$ cat src/rtl/rom_stream_reader.sv
// Streams len words from a synchronous-read ROM (starting at address 0) through a 2-entry
// skid FIFO onto a valid/ready interface. Define ROM_STREAM_CHECKSUM_EN to add a running checksum.
module rom_stream_reader #(
    parameter int AWIDTH = 10,
    parameter int DWIDTH = 32
) (
    input  logic              clk,
    input  logic              rst_n,
    input  logic              start,
    input  logic [31:0]       len,
    output logic              rom_en,
    output logic [AWIDTH-1:0] rom_addr,
    input  logic [DWIDTH-1:0] rom_data,
    output logic [DWIDTH-1:0] out_data,
    output logic              out_valid,
    input  logic              out_ready,
    output logic              out_last,
    output logic              busy,
    output logic              done,
    output logic [DWIDTH-1:0] checksum
);

    localparam logic [31:0]     LEN_MAX_32 = 32'd1 << AWIDTH;
    localparam logic [AWIDTH:0] LEN_MAX_N  = {1'b1, {AWIDTH{1'b0}}};
    localparam logic [AWIDTH:0] ONE_N      = {{AWIDTH{1'b0}}, 1'b1};

    typedef enum logic [1:0] {
        ST_IDLE = 2'd0,
        ST_RUN  = 2'd1,
        ST_DONE = 2'd2
    } state_t;

    state_t              r_state;
    state_t              w_state_nxt;
    logic [AWIDTH:0]     r_len_eff;
    logic [AWIDTH:0]     r_issued;
    logic [AWIDTH:0]     r_sent;
    logic [AWIDTH:0]     w_len_in;
    logic [DWIDTH-1:0]   r_fifo [2];
    logic                r_rd_ptr;
    logic                r_wr_ptr;
    logic [1:0]          r_count;
    logic                r_inflight;
    logic                w_accept;
    logic                w_pop;
    logic                w_push;
    logic                w_issue;
    logic                w_last_xfer;
    logic [2:0]          w_credit;

    // Clamp the requested length so the address counter can never wrap.
    always_comb begin
        if (len > LEN_MAX_32) begin
            w_len_in = LEN_MAX_N;
        end else begin
            w_len_in = len[AWIDTH:0];
        end
    end

    // Handshake, credit-based read issue and next-state decode.
    always_comb begin
        w_accept    = (r_state != ST_RUN) && start;
        w_pop       = out_valid && out_ready;
        w_push      = r_inflight;
        // Buffered words plus the read in flight, less the one leaving this cycle.
        w_credit    = {1'b0, r_count} + {2'b00, r_inflight} - {2'b00, w_pop};
        w_issue     = (r_state == ST_RUN) && (r_issued < r_len_eff) && (w_credit < 3'd2);
        w_last_xfer = w_pop && (r_sent == (r_len_eff - ONE_N));
        w_state_nxt = r_state;
        case (r_state)
            ST_IDLE, ST_DONE: begin
                if (start) begin
                    if (w_len_in != {(AWIDTH+1){1'b0}}) begin
                        w_state_nxt = ST_RUN;
                    end else begin
                        w_state_nxt = ST_DONE;
                    end
                end else begin
                    w_state_nxt = r_state;
                end
            end
            ST_RUN: begin
                if (w_last_xfer) begin
                    w_state_nxt = ST_DONE;
                end else begin
                    w_state_nxt = ST_RUN;
                end
            end
            default: w_state_nxt = ST_IDLE;
        endcase
    end

    // State register.
    always_ff @(posedge clk or negedge rst_n) begin
        if (!rst_n) begin
            r_state <= ST_IDLE;
        end else begin
            r_state <= w_state_nxt;
        end
    end

    // Length latch and issue/sent counters.
    always_ff @(posedge clk or negedge rst_n) begin
        if (!rst_n) begin
            r_len_eff <= {(AWIDTH+1){1'b0}};
            r_issued  <= {(AWIDTH+1){1'b0}};
            r_sent    <= {(AWIDTH+1){1'b0}};
        end else if (w_accept) begin
            r_len_eff <= w_len_in;
            r_issued  <= {(AWIDTH+1){1'b0}};
            r_sent    <= {(AWIDTH+1){1'b0}};
        end else begin
            if (w_issue) begin
                r_issued <= r_issued + ONE_N;
            end
            if (w_pop) begin
                r_sent <= r_sent + ONE_N;
            end
        end
    end

    // Two-entry FIFO capturing ROM return data one cycle after each issue.
    always_ff @(posedge clk or negedge rst_n) begin
        if (!rst_n) begin
            r_fifo[0]  <= {DWIDTH{1'b0}};
            r_fifo[1]  <= {DWIDTH{1'b0}};
            r_rd_ptr   <= 1'b0;
            r_wr_ptr   <= 1'b0;
            r_count    <= 2'd0;
            r_inflight <= 1'b0;
        end else begin
            r_inflight <= w_issue;
            if (w_push) begin
                r_fifo[r_wr_ptr] <= rom_data;
                r_wr_ptr         <= ~r_wr_ptr;
            end
            if (w_pop) begin
                r_rd_ptr <= ~r_rd_ptr;
            end
            r_count <= r_count + {1'b0, w_push} - {1'b0, w_pop};
        end
    end

    assign out_valid = (r_count != 2'd0);
    assign out_data  = out_valid ? r_fifo[r_rd_ptr] : {DWIDTH{1'b0}};
    assign out_last  = out_valid && (r_sent == (r_len_eff - ONE_N));
    assign rom_en    = w_issue;
    assign rom_addr  = r_issued[AWIDTH-1:0];
    assign busy      = (r_state == ST_RUN);
    assign done      = (r_state == ST_DONE);

`ifdef ROM_STREAM_CHECKSUM_EN
    logic [DWIDTH-1:0] r_checksum;

    // Wrapping sum of transferred words, restarted on each accepted start.
    always_ff @(posedge clk or negedge rst_n) begin
        if (!rst_n) begin
            r_checksum <= {DWIDTH{1'b0}};
        end else if (w_accept) begin
            r_checksum <= {DWIDTH{1'b0}};
        end else if (w_pop) begin
            r_checksum <= r_checksum + out_data;
        end else begin
            r_checksum <= r_checksum;
        end
    end

    assign checksum = r_checksum;
`else
    assign checksum = {DWIDTH{1'b0}};
`endif

endmodule

$ cat config.mk
export PLATFORM = sky130hd
export DESIGN_NAME = rom_stream_reader
export DESIGN_NICKNAME = d
export VERILOG_FILES = /design/src/rtl/rom_stream_reader.sv
export SDC_FILE = /design/constraint.sdc
export NUM_CORES = 1
export LEC_CHECK = 0
export ABC_AREA = 1
export ABC_CLOCK_PERIOD_IN_PS = 3800
export BUFFER_PORTS_ARGS = -buffer_cell sky130_fd_sc_hd__buf_2
export CORE_ASPECT_RATIO = 0.8
export CORE_MARGIN = 2
export CORE_UTILIZATION = 30
export DETAILED_ROUTE_END_ITERATION = 12
export PLACE_DENSITY = 0.6
export SLEW_MARGIN = 20
export SYNTH_ARGS = -nofsm -noshare
export SYNTH_HDL_FRONTEND = slang
export SYNTH_SLANG_ARGS = --single-unit
$ cat constraint.sdc
create_clock -name clk -period 3.8 [get_ports clk]
set_clock_uncertainty 0.15 [all_clocks]
set_input_delay 0.76 -clock clk [delete_from_list [all_inputs] [get_ports clk]]
set_output_delay 0.76 -clock clk [all_outputs]
set_load 0.02 [all_outputs]
---- Word-level counts from Yosys, hierarchy flattened ----
Index checks and enable logic that the tools add are counted.
storage, ports and cells
  word-level logic and storage cells ...... 61
  output and inout port bits .............. 79
  bits in registers ....................... 104
cells by class
  magnitude comparators ................... 6
  bitwise logic cells ..................... 4
  eq/ne operators ......................... 5
  add/sub/neg operators ................... 7
  mux-type cells .......................... 16
  reduce and logical (&&, ||, !) cells .... 13
operators with widths
  operator                                                         count
  two-way mux 32 bit                                               5
  bitwise mux 64 bit                                               1
  two-way mux 11 bit                                               5
  demux 32 bit (select 1 bit)                                      1
  greater-than comparator 32 x 11 -> 1 bit, second input constant  1
  adder 11 x 1 -> 11 bit, second input constant                    2
  equality test 11 bit                                             1
  less-than comparator 11 bit                                      1
  nonzero test 11 bit                                              1
  subtractor 11 x 1 -> 11 bit, second input constant               1
  logical AND 1 bit                                                7
  two-way mux 2 bit                                                3
  nonzero test 2 bit                                               3
  greater-or-equal comparator 2 bit, second input constant         2
  NOT 1 -> 2 bit                                                   2
  case mux 2 bit (2 select lines)                                  1
  adder 2 x 1 -> 3 bit                                             1
  less-than comparator 3 x 2 -> 1 bit, second input constant       1
  subtractor 3 x 1 -> 3 bit                                        1
  adder 2 x 1 -> 2 bit                                             1
  equality test 2 x 1 -> 1 bit, second input constant              1
  equality test 2 bit, second input constant                       1
  logical NOT 2 bit                                                1
  less-than comparator 2 x 1 -> 1 bit, second input constant       1
  other kinds (5)                                                  6

---- Depth between registers and ports, before layout ----
Gate-level depths: netlist of the first run.
  word-level depth ........................ 7
  gate-level depth with buffers ........... 15
  mapped depth without buffers ............ 15

---- Worst setup path before layout of the first run ----
No wires, ideal clock.
  kind .................................... input-to-output
  start point ............................. input port out_ready
  end point ............................... output port rom_en
  arrival time ............................ 2.416 ns
  setup slack ............................. 0.474 ns
  required time ........................... 2.890 ns
  stages on the path ...................... 11
  path through ............................ nand2_1 -> inv_1 -> ha_1 -> inv_1 -> ha_1 -> inv_1 -> fa_1 -> inv_1 -> nor2_1 -> nand2_1 -> inv_1
on the way
  word-level cells in the longest chain between the ends .. 4
ends and longest elaborated chain
  item                                 line  source
  start: declaration                   16    input logic out_ready,
  logical AND 1 bit                    63    w_pop = out_valid && out_ready;
  via w_pop                            45    logic w_pop;
  subtractor 3 x 1 -> 3 bit            66    w_credit = {1'b0, r_count} + {2'b00, r_inflight} - {2'b00, w_pop};
  via w_credit[1]                      49    logic [2:0] w_credit;
  less-than comparator 3 x 2 -> 1 bit  67    w_issue = (r_state == ST_RUN) && (r_issued < r_len_eff) && (w_credit < 3'd2);
  logical AND 1 bit                    67
  end: declaration                     11    output logic rom_en,
The timed path passes the listed nets, and every way through them passes these cells.

---- Final worst setup path of the first run ----
  start point ............................. register r_count[1]
  end point ............................... output port rom_en
on the way
  word-level cells in the longest chain between the ends .. 5
  elaborated cells on any way between the ends .. 6
  those cells by class .................... 2 x add/sub; 1 x order compare; 3 x reduce/logical
ends and longest elaborated chain
  item                                 line  source
  start: declaration                   42    logic [1:0] r_count;
  start signal: assignment             140   r_count <= r_count + {1'b0, w_push} - {1'b0, w_pop};
  nonzero test 2 bit                   144   assign out_valid = (r_count != 2'd0);
  logical AND 1 bit                    63
  via w_pop                            45
  subtractor 3 x 1 -> 3 bit            66
  via w_credit[1]                      49
  less-than comparator 3 x 2 -> 1 bit  67
  logical AND 1 bit                    67
The timed path passes the listed nets, and every way through them passes these cells.

==> results.ini, run 1 <==
[run_status]
status = complete, no violations

[global_route]
grt-ovfl-total = 0
track_usage_pct = 14.3
grt_max_degree = 70
grt_pass1_wl_mm = 23.9
grt_pass1_vias = 4728
antenna_found_initial = 0

[worst_hold_path]
worstHoldStart = r_state[0]
hold_path.class = reg -> reg
min_path_cells = 1
whs_endpoint = r_state[0]

[yosys]
synth_enable_flop_cells = 0
synth.top_cell.area_share_pct = 44.4
synthCells = 778
yosysSeqAreaShare_pct = 44.4
yosys-top-cells-count = 222 x nand2_1, 104 x dfrtp_1, 84 x inv_1
yosysMostFrequentCell = nand2_1
ys_async_sr_fraction_pct = 100
synth.area.top_cells = dfrtp_1 44%, nand2_1 14%, o21ai_0 6.6%
synth.distinct_cells = 32
ys.flop_type = dfrtp_1
yosys.area.top_type = dfrtp_1
ys_seq_elements = 104
ys.warnings.count = 0
syn_avg_cell_area_um2 = 7.54
synth.cell_area_um2 = 5870

[clocking]
cts_max_level = 3
clock_sinks = 104
numCtsBuffers = 9
tritoncts = done
clk_path_buf_depth = 2
clockRootBuffer = clkbuf_16
cts.reportedPaths.clkPinSlew_ns = 0.07
cts_setup_buffers = 0
postCtsHoldBufs = 0
clock_latency_ns = 0.34
post_cts_resized = 0

[floorplanning]
die-area_um2 = 20700
core_um2 = 19100
dieWidth_um = 160
io_pins = 147
initial_core_util_pct = 30.7
rows = 45
die_h_um = 129

[power]
ir_drop_mv = 0.318
combPwrFrac_pct = 51.1
switching_share_pct = 47.3
p_per_area_nw_per_um2 = 895
p_int_w = 0.00323
power.leakage_nw = 3.63
power_frac_clock_pct = 15.9
seq_power_share_pct = 33.1
power_switching_w = 0.00290

[worst_setup_path]
rr_startpoint = r_count[1]
cpMostUsedCell = inv_1
worst_setup_path_start_kind = flop
worstPathMaxFanout = 4
crit_chain = inv_1 > nand2_1 > nand2_1 > inv_1 > ha_1 > inv_1 > ha_1 > inv_1 > fa_1 > inv_1 > nor2_1 > nand2_1 > inv_1 > buf_2
end_kind = output port
slowest_delay_ns = 0.47
worstPathRequired_ns = 2.89
reg2reg_depth = 15
crit_path_top_delay_cell = fa_1
reg2reg_to = r_issued[1]
cp.arrival_ns = 2.57
crit_type = reg -> out
rrSetupSlack_ns = 1.09

[finish]
n_antenna_cell = 0
final_core_util_pct = 35.9
final_nets = 956
drive_above_1_share_pct = 17.7
stdcell_count = 1135
area.growth.synth_to_final_pct = 17.0
stdcell_area_um2 = 6860

[timing]
period_share_pct = 91.7
fmax_mhz = 287
drv_slew = 0
rsz0062_at_grt = false
fin_setup_tns_ns = 0
finalCriticalPeriod_ns = 3.48
hold_violations = 0
tightest_slew_ns = 0.920
hold_ws_ns = 0.318
slew_headroom_pct = 38.7
finalSetupViolCount = 0

[drt]
viasPerCell = 4.47
wl_mm = 14.4
drtAntennaViolNets = 0
drt_iter0_drc = 323
drc_errors = 0
firstDrtPassIters = 5
wl_per_cell_um = 12.7
vias = 5069

[placed_design]
placedCellCount = 1119
placed_cell_area_um2 = 6540
dp_hpwl_mm = 10.3
portBuffers = 114
gp_congestion = 0.827

[run]
maxCapViolCount = 0

[cells by family after synthesis]
kind of cell,Yosys count,synth area share (%)
AND/OR/NAND/NOR,344,24.6
other,1,0.0639
XOR/XNOR,17,2.54
adder cells (fa/ha/maj),16,3.54
AO/OA/AOI/OAI,136,11.9
buffers and inverters,160,13.0
flip-flops,104,44.4
[area by class of cell]
| cell class | instances | area (um2) |
|---|---|---|
| Sequential cell | 104 | 2600 |
| Clock inverter | 6 | 75.1 |
| Inverter | 90 | 338 |
| Timing Repair Buffer | 122 | 658 |
| Clock buffer | 10 | 239 |
| Tap cell | 258 | 323 |
| Fill cell | 2016 | 12200 |
| Multi-Input combinational cell | 545 | 2630 |
[state kept, by name, summed over array words and instances, names as in the netlist]
name / flops
r_fifo: 64
r_issued: 11
r_len_eff: 11
r_sent: 11
r_count: 2
r_state: 2
r_inflight: 1
r_rd_ptr: 1
r_wr_ptr: 1
[layout by cell type (no fill, tap or decap), types with 5 or more instances in the layout]
master,netlist,layout
buf_4,42,7
dfrtp_1,104,104
o21ai_0,77,77
ha_1,15,15
nand3_1,41,41
nor3_1,12,12
conb_1,1,32
xor2_1,13,13
nand2_1,222,221
o22ai_1,9,9
inv_2,5,5
a21oi_1,46,46
nand4_1,6,6
nor2_1,47,47
inv_1,84,84
buf_2,4,113
clkbuf_16,0,9
[worst max-delay path, delay by kind of cell (launching register included)]
family / cells / cell delay [ns]
adder cells (fa/ha/maj): 3 / 0.88
buffers and inverters: 7 / 0.54
flip-flops: 1 / 0.42
AND/OR/NAND/NOR: 4 / 0.40
[how the worst max path moves through the flow]
stage / startpoint / end / slack, ns / cells past startpoint
after global routing: r_count[1] / rom_en / 0.09 / 14
after CTS: r_count[1] / rom_en / 0.28 / 14
final: r_count[1] / rom_en / 0.32 / 14
after floorplan: out_ready / rom_en / 0.47 / 11
after global placement: out_ready / rom_en / 0.44 / 13
after detailed placement: out_ready / rom_en / 0.40 / 13
[power groups by stage]
stage / Combinational [W] / Sequential [W] / Clock, W
floorplan: 0.00231 / 0.00194 / 0
global placement: 0.00312 / 0.00203 / 0
detailed placement: 0.00317 / 0.00204 / 0
CTS: 0.00317 / 0.00203 / 0.00102
global route: 0.00357 / 0.00211 / 0.00106
finish: 0.00313 / 0.00203 / 0.000975
[layer usage]
metal,GRT usage [%],vias up,wire [um]
met5,0,-,0
met4,3.82,0,145
met3,2.94,9,677
met2,22.3,117,6320
met1,20.4,2348,7290
li1,-,2595,-
[through the flow]
step                setup slack (ns)  power (W)
detailed placement             0.396    0.00521
global placement               0.437    0.00516
finish                         0.316    0.00614
CTS                            0.280    0.00621
floorplan                      0.474    0.00425
global route                  0.0906    0.00674
(Power assumes the default switching activity.)
==> run 2: changes to the inputs <==
--- a/config.mk
+++ b/config.mk
@@ -7,12 +7,12 @@
 export LEC_CHECK = 0
 export ABC_AREA = 1
 export ABC_CLOCK_PERIOD_IN_PS = 3800
-export BUFFER_PORTS_ARGS = -buffer_cell sky130_fd_sc_hd__buf_2
 export CORE_ASPECT_RATIO = 0.8
 export CORE_MARGIN = 2
 export CORE_UTILIZATION = 30
 export DETAILED_ROUTE_END_ITERATION = 12
-export PLACE_DENSITY = 0.6
+export DONT_BUFFER_PORTS = 1
+export PLACE_DENSITY = 0.54
 export SLEW_MARGIN = 20
 export SYNTH_ARGS = -nofsm -noshare
 export SYNTH_HDL_FRONTEND = slang
==> results.ini, run 2 (synthesis results as in run 1) <==
[clocking]
cts_max_level = 3  ; unchanged
clockRootBuffer = clkbuf_16
cts.reportedPaths.clkPinSlew_ns = 0.07  ; about the same
post_cts_resized = 0  ; unchanged
cts_setup_buffers = 0  ; unchanged
clock_latency_ns = 0.34  ; about the same
postCtsHoldBufs = 1  ; +1
clock_sinks = 104  ; unchanged
clk_path_buf_depth = 2  ; unchanged
numCtsBuffers = 9  ; unchanged
tritoncts = done

[finish]
largest_reg_flops = 64  ; unchanged
multi_input_area_um2 = 2630  ; unchanged
final_common_cell = nand2_1
final_cell_mix = 221 x nand2_1, 104 x dfrtp_1, 84 x inv_1
n_antenna_cell = 0  ; unchanged
drive_above_1_share_pct = 5.37  ; -12 points
largest_register = r_fifo
ff_latch_area_um2 = 2600  ; unchanged
area.growth.synth_to_final_pct = 7.10
final_nets = 843  ; -12%
fill_cells = 2072  ; +2.8%

[timing]
slew_headroom_pct = 59.3  ; +21 points
drv_slew = 0  ; unchanged
fmax_mhz = 288  ; +0.23%
setup_slack_ns = 0.324  ; +0.00801 ns
finalCriticalPeriod_ns = 3.48  ; -0.00801 ns
rsz0062_at_grt = false
hold_ws_ns = 0.199  ; -0.119 ns
hold_violations = 0  ; unchanged
tightest_slew_ns = 0.611  ; -0.309 ns
period_share_pct = 91.5  ; -0.21 points
finalSetupViolCount = 0  ; unchanged
fin_setup_tns_ns = 0  ; unchanged

[placed_design]
gp_congestion = 0.835  ; +0.95%
dp_hpwl_mm = 9.94  ; -3.4%
portBuffers = 0  ; -100%
dp_slack_ns = 0.456  ; +0.0598 ns

[drt]
firstDrtPassIters = 5  ; unchanged
vias = 4580  ; -9.6%
drc_errors = 0  ; unchanged
wl_per_cell_um = 13.7  ; +7.6%
viasPerCell = 4.48  ; +0.34%
drtAntennaViolNets = 0  ; unchanged
wl_mm = 14.0  ; -3.1%
drt_iter0_drc = 345  ; +6.8%

[power]
power_w = 0.00575  ; -6.3%
power.leakage_nw = 3.14  ; -14%
p_per_area_nw_per_um2 = 916  ; +2.4%
ir_drop_mv = 0.275  ; -14%

[worst_setup_path]
setup.worst_path.start = r_count[1]
slowest_delay_ns = 0.47  ; about the same
reg2reg_depth = 15  ; unchanged
cpMostUsedCell = inv_1
worst_setup_path_start_kind = flop
path_buf_inv = 6  ; -1
cp.arrival_ns = 2.57  ; about the same
crit_chain = inv_1 > nand2_1 > nand2_1 > inv_1 > ha_1 > inv_1 > ha_1 > inv_1 > fa_1 > inv_1 > nor2_1 > nand2_1 > inv_1
worstPathMaxFanout = 5  ; +1
worstPathRequired_ns = 2.89  ; about the same
crit_path_top_delay_cell = fa_1
crit_type = reg -> out
rr_startpoint = r_count[1]
end_kind = output port
cp_top_family = adder cells
worst-path-stages = 13  ; -1

[global_route]
grt_pass1_wl_mm = 22.9  ; -4.2%
grt_pass1_vias = 4240  ; -10%
antenna_found_initial = 0  ; unchanged
track_usage_pct = 13.8  ; -0.49 points
grt_max_degree = 105  ; +50%
grt-ovfl-total = 0  ; unchanged

[worst_hold_path]
hold_path.class = in -> async

[floorplanning]
die_h_um = 129  ; unchanged
dieWidth_um = 160  ; unchanged
initial_core_util_pct = 30.7  ; unchanged
core_um2 = 19100  ; unchanged
io_pins = 147  ; unchanged
rows = 45  ; unchanged
die-area_um2 = 20700  ; unchanged

[run_status]
status = complete, no violations

[run]
maxCapViolCount = 0  ; unchanged

-- run 2: cell types whose count changed in the layout (fill, tap and decap cells not counted), sizes merged --
cell      delta
buf        -113
clkbuf       +1
clkinv       -1
clkinvlp     +1
inv          -1
-- run 2: report_power, final --
part	internal, W	leakage, nW	switching, W
clock network	0.000534	0.143	0.000419
registers	0.00163	1.28	0.000476
logic	0.000799	1.71	0.00189
-- run 2: area by class of cell --
type / count / area share, %
multi-input cells: 545 / 41.8
flip-flops and latches: 104 / 41.4
inverters: 90 / 5.38
well taps: 258 / 5.14
clock buffers: 11 / 3.86
repair buffers: 9 / 1.39
clock inverters: 5 / 0.996
-- run 2: metrics by stage --
stage | instance area [um2] | util [%] | cells
after floorplan | 5980 | - | 809
after global placement | 5940 | 31.1 | 1005
after detailed placement | 5940 | 31.1 | 1005
after CTS | 6270 | 32.9 | 1022
after global routing | 6280 | 32.9 | 1022
final | 6280 | 32.9 | 1022
-- run 2: layer usage --
metal	vias up	GRT usage, %	wire length (um)
li1	2367	-	-
met1	2112	20.2	7190
met2	93	21.1	6160
met3	8	2.66	525
met4	0	3.50	120
met5	-	0	0
-- run 2: final timing paths --
kind,slack (ns),endpoint
setup / recovery,0.32,rom_en
hold / removal,0.20,r_fifo[13]
setup reg to reg,1.10,r_issued[1]
hold reg to reg,0.32,r_state[0]
max in group asynchronous,2.88,r_len_eff[2]
min in group clk,0.32,r_state[0]
==> run 3: changes to the inputs <==
--- a/config.mk
+++ b/config.mk
@@ -5,7 +5,6 @@
 export SDC_FILE = /design/constraint.sdc
 export NUM_CORES = 1
 export LEC_CHECK = 0
-export ABC_AREA = 1
 export ABC_CLOCK_PERIOD_IN_PS = 3800
 export CORE_ASPECT_RATIO = 0.8
 export CORE_MARGIN = 2
@@ -13,6 +12,7 @@
 export DETAILED_ROUTE_END_ITERATION = 12
 export DONT_BUFFER_PORTS = 1
 export PLACE_DENSITY = 0.54
+export SETUP_SLACK_MARGIN = 0.2
 export SLEW_MARGIN = 20
 export SYNTH_ARGS = -nofsm -noshare
 export SYNTH_HDL_FRONTEND = slang
==> results.ini, run 3 <==
[floorplanning]
initial_core_util_pct = 30.8  ; +0.12 points
io_pins = 147  ; unchanged
die_h_um = 127  ; -1.9%
core_um2 = 18300  ; -4.2%
die-area_um2 = 19900  ; -3.8%
dieWidth_um = 157  ; -1.9%
rows = 44  ; -2.2%

[power]
p_per_area_nw_per_um2 = 834  ; -8.9%
seq_power_share_pct = 37.3  ; +0.6 points
combPwrFrac_pct = 43.5  ; -3.3 points
switching_share_pct = 40.9  ; -7.6 points
power_frac_clock_pct = 19.3  ; +2.7 points
power_switching_w = 0.00212  ; -24%
ir_drop_mv = 0.352  ; +28%
p_int_w = 0.00307  ; +3.5%
power_w = 0.00519  ; -9.8%
power.leakage_nw = 2.71  ; -13%

[finish]
final_nets = 608  ; -28%
area.growth.synth_to_final_pct = 10.3
n_antenna_cell = 0  ; unchanged
stdcell_area_um2 = 6220  ; -0.98%
final_common_cell = dfrtp_1
ff_latch_area_um2 = 2600  ; about the same
final_cell_mix = 103 x dfrtp_1, 64 x mux2_2, 55 x nor2_1
largest_reg_flops = 64  ; unchanged
multi_input_area_um2 = 2730  ; +3.8%
drive_above_1_share_pct = 22.3  ; +17 points
fill_cells = 1875  ; -9.5%
largest_register = r_fifo

[worst_setup_path]
setup.worst_path.start = r_count[1]
rrSetupSlack_ns = 0.28  ; -0.82 ns
end_kind = output port
worst-path-stages = 11  ; -2
cp.arrival_ns = 2.78  ; +0.21 ns
cpMostUsedCell = inv_1
cp_top_family = adder cells
path_buf_inv = 4  ; -2
crit_chain = o21a_1 > ha_4 > inv_1 > ha_1 > inv_1 > fa_1 > inv_2 > or4_4 > a21oi_4 > o21ai_4 > clkinv_4
crit_type = reg -> out
worstPathRequired_ns = 2.89  ; about the same
rr_startpoint = r_count[1]
slowest_delay_ns = 0.51  ; +0.04 ns
worst_setup_path_start_kind = flop
reg2reg_depth = 14  ; -1
crit_path_top_delay_cell = or4_4
worstPathMaxFanout = 2  ; -3

[yosys]
synth.area.top_cells = dfrtp_1 46%, mux2_2 13%, mux2i_1 6.4%
yosysSeqAreaShare_pct = 46.2  ; +1.8 points
ys.flop_type = dfrtp_1
ys_async_sr_fraction_pct = 100  ; unchanged
synth.distinct_cells = 47  ; +47%
syn_avg_cell_area_um2 = 10.7  ; +42%
yosysMostFrequentCell = dfrtp_1
yosys.area.top_type = dfrtp_1
yosys-top-cells-count = 104 x dfrtp_1, 64 x mux2_2, 57 x nor2_1
synth_enable_flop_cells = 0  ; unchanged
ys_seq_elements = 104  ; unchanged
synth.top_cell.area_share_pct = 46.2  ; +1.8 points
ys.warnings.count = 0  ; unchanged
synthCells = 525  ; -33%
synth.cell_area_um2 = 5640  ; -3.9%

[timing]
slew_headroom_pct = 39.6  ; -20 points
finalSetupViolCount = 0  ; unchanged
period_share_pct = 97.1  ; +5.6 points
fin_setup_tns_ns = 0  ; unchanged
tightest_slew_ns = 0.905  ; +0.294 ns
rsz0062_at_grt = true
finalCriticalPeriod_ns = 3.69  ; +0.214 ns
hold_violations = 0  ; unchanged
drv_slew = 0  ; unchanged
fmax_mhz = 271  ; -5.8%

[global_route]
grt_max_degree = 105  ; unchanged
grt-ovfl-total = 0  ; unchanged
antenna_found_initial = 0  ; unchanged
track_usage_pct = 12.8  ; -1.0 points
grt_pass1_wl_mm = 20.1  ; -12%
grt_pass1_vias = 3850  ; -9.2%

[drt]
drtAntennaViolNets = 0  ; unchanged
wl_mm = 12.4  ; -11%
viasPerCell = 4.73  ; +5.6%
firstDrtPassIters = 4  ; -1
vias = 3700  ; -19%
drc_errors = 0  ; unchanged
drt_iter0_drc = 135  ; -61%
wl_per_cell_um = 15.9  ; +16%

[worst_hold_path]
hold_path.class = in -> async

[clocking]
cts.reportedPaths.clkPinSlew_ns = 0.07  ; about the same
tritoncts = done
clk_path_buf_depth = 2  ; unchanged
clock_sinks = 104  ; unchanged
cts_max_level = 3  ; unchanged
numCtsBuffers = 9  ; unchanged
clock_latency_ns = 0.35  ; about the same
clockRootBuffer = clkbuf_16

[placed_design]
placed_cell_area_um2 = 5780  ; -2.7%
gp_congestion = 0.806  ; -3.6%
portBuffers = 0  ; unchanged
dp_hpwl_mm = 8.79  ; -12%

[run]
maxCapViolCount = 0  ; unchanged

[run_status]
status = complete, no violations

==> run 3: through the flow <==
stage / setup WS, ns / hold slack, ns / util (%) / instances
after floorplan: 0.00831 / 0.311 / - / 556
final: 0.110 / 0.152 / 34.0 / 782
after global routing: 0.00164 / 0.183 / 34.0 / 782
after global placement: 0.108 / 0.319 / 31.6 / 758
after CTS: 0.0733 / 0.216 / 33.7 / 778
after detailed placement: 0.0800 / 0.320 / 31.6 / 758
==> run 3: cell families (layout without fill, tap and decap cells) <==
| logic type | count (synthesis) | after routing | share of synthesized area, % |
|---|---|---|---|
| DFF | 104 | 104 | 46.2 |
| AOI/OAI and AO/OA | 58 | 58 | 6.86 |
| xor gates and xnor gates | 25 | 25 | 3.88 |
| and+or+nand+nor | 140 | 140 | 11.9 |
| other | 1 | 32 | 0.0665 |
| buffers and inverters | 81 | 54 | 8.32 |
| muxes | 100 | 100 | 19.2 |
| adders and majority gates | 16 | 16 | 3.68 |
==> run 3: what timing repair did <==
item	CTS	global route
buffers inserted	3	3
setup endpoints to repair	2	2
pin swaps	1	2
hold buffers	1	0
endpoints found under the hold margin	104	0
gates resized for setup	3	4
==> run 3: metal layers <==
metal / global-route usage [%] / share of wire [%] / vias up
met3: 3.59 / 5.8 / 10
met4: 4.12 / 1.3 / 0
met1: 16.4 / 44 / 1862
li1: - / - / 1735
met5: 0 / 0 / -
met2: 21.0 / 49 / 93
==> run 3: path summary, 6_finish.rpt <==
kind	endpoint
hold reg to reg	r_fifo[17]
hold / removal	r_fifo[59]
max in group asynchronous	r_rd_ptr
setup / recovery	rom_en
min in group clk	r_fifo[17]
setup reg to reg	r_issued[6]
==> run 3: power by group through the flow <==
stage | registers (W) | logic (W) | clock network, W
after floorplan | 0.00178 | 0.00194 | 0
after global placement | 0.00193 | 0.00208 | 0
after detailed placement | 0.00197 | 0.00214 | 0
after CTS | 0.00194 | 0.00223 | 0.00104
after global routing | 0.00200 | 0.00246 | 0.00109
final | 0.00193 | 0.00226 | 0.00100
==> run 3: layout make-up <==
cell class              instances  area share [%]
inverters                      20            1.29
clock buffers                  10            3.84
flip-flops and latches        104            41.9
well taps                     253            5.09
multi-input cells             371            43.8
repair buffers                 18            2.82
clock inverters                 6            1.29
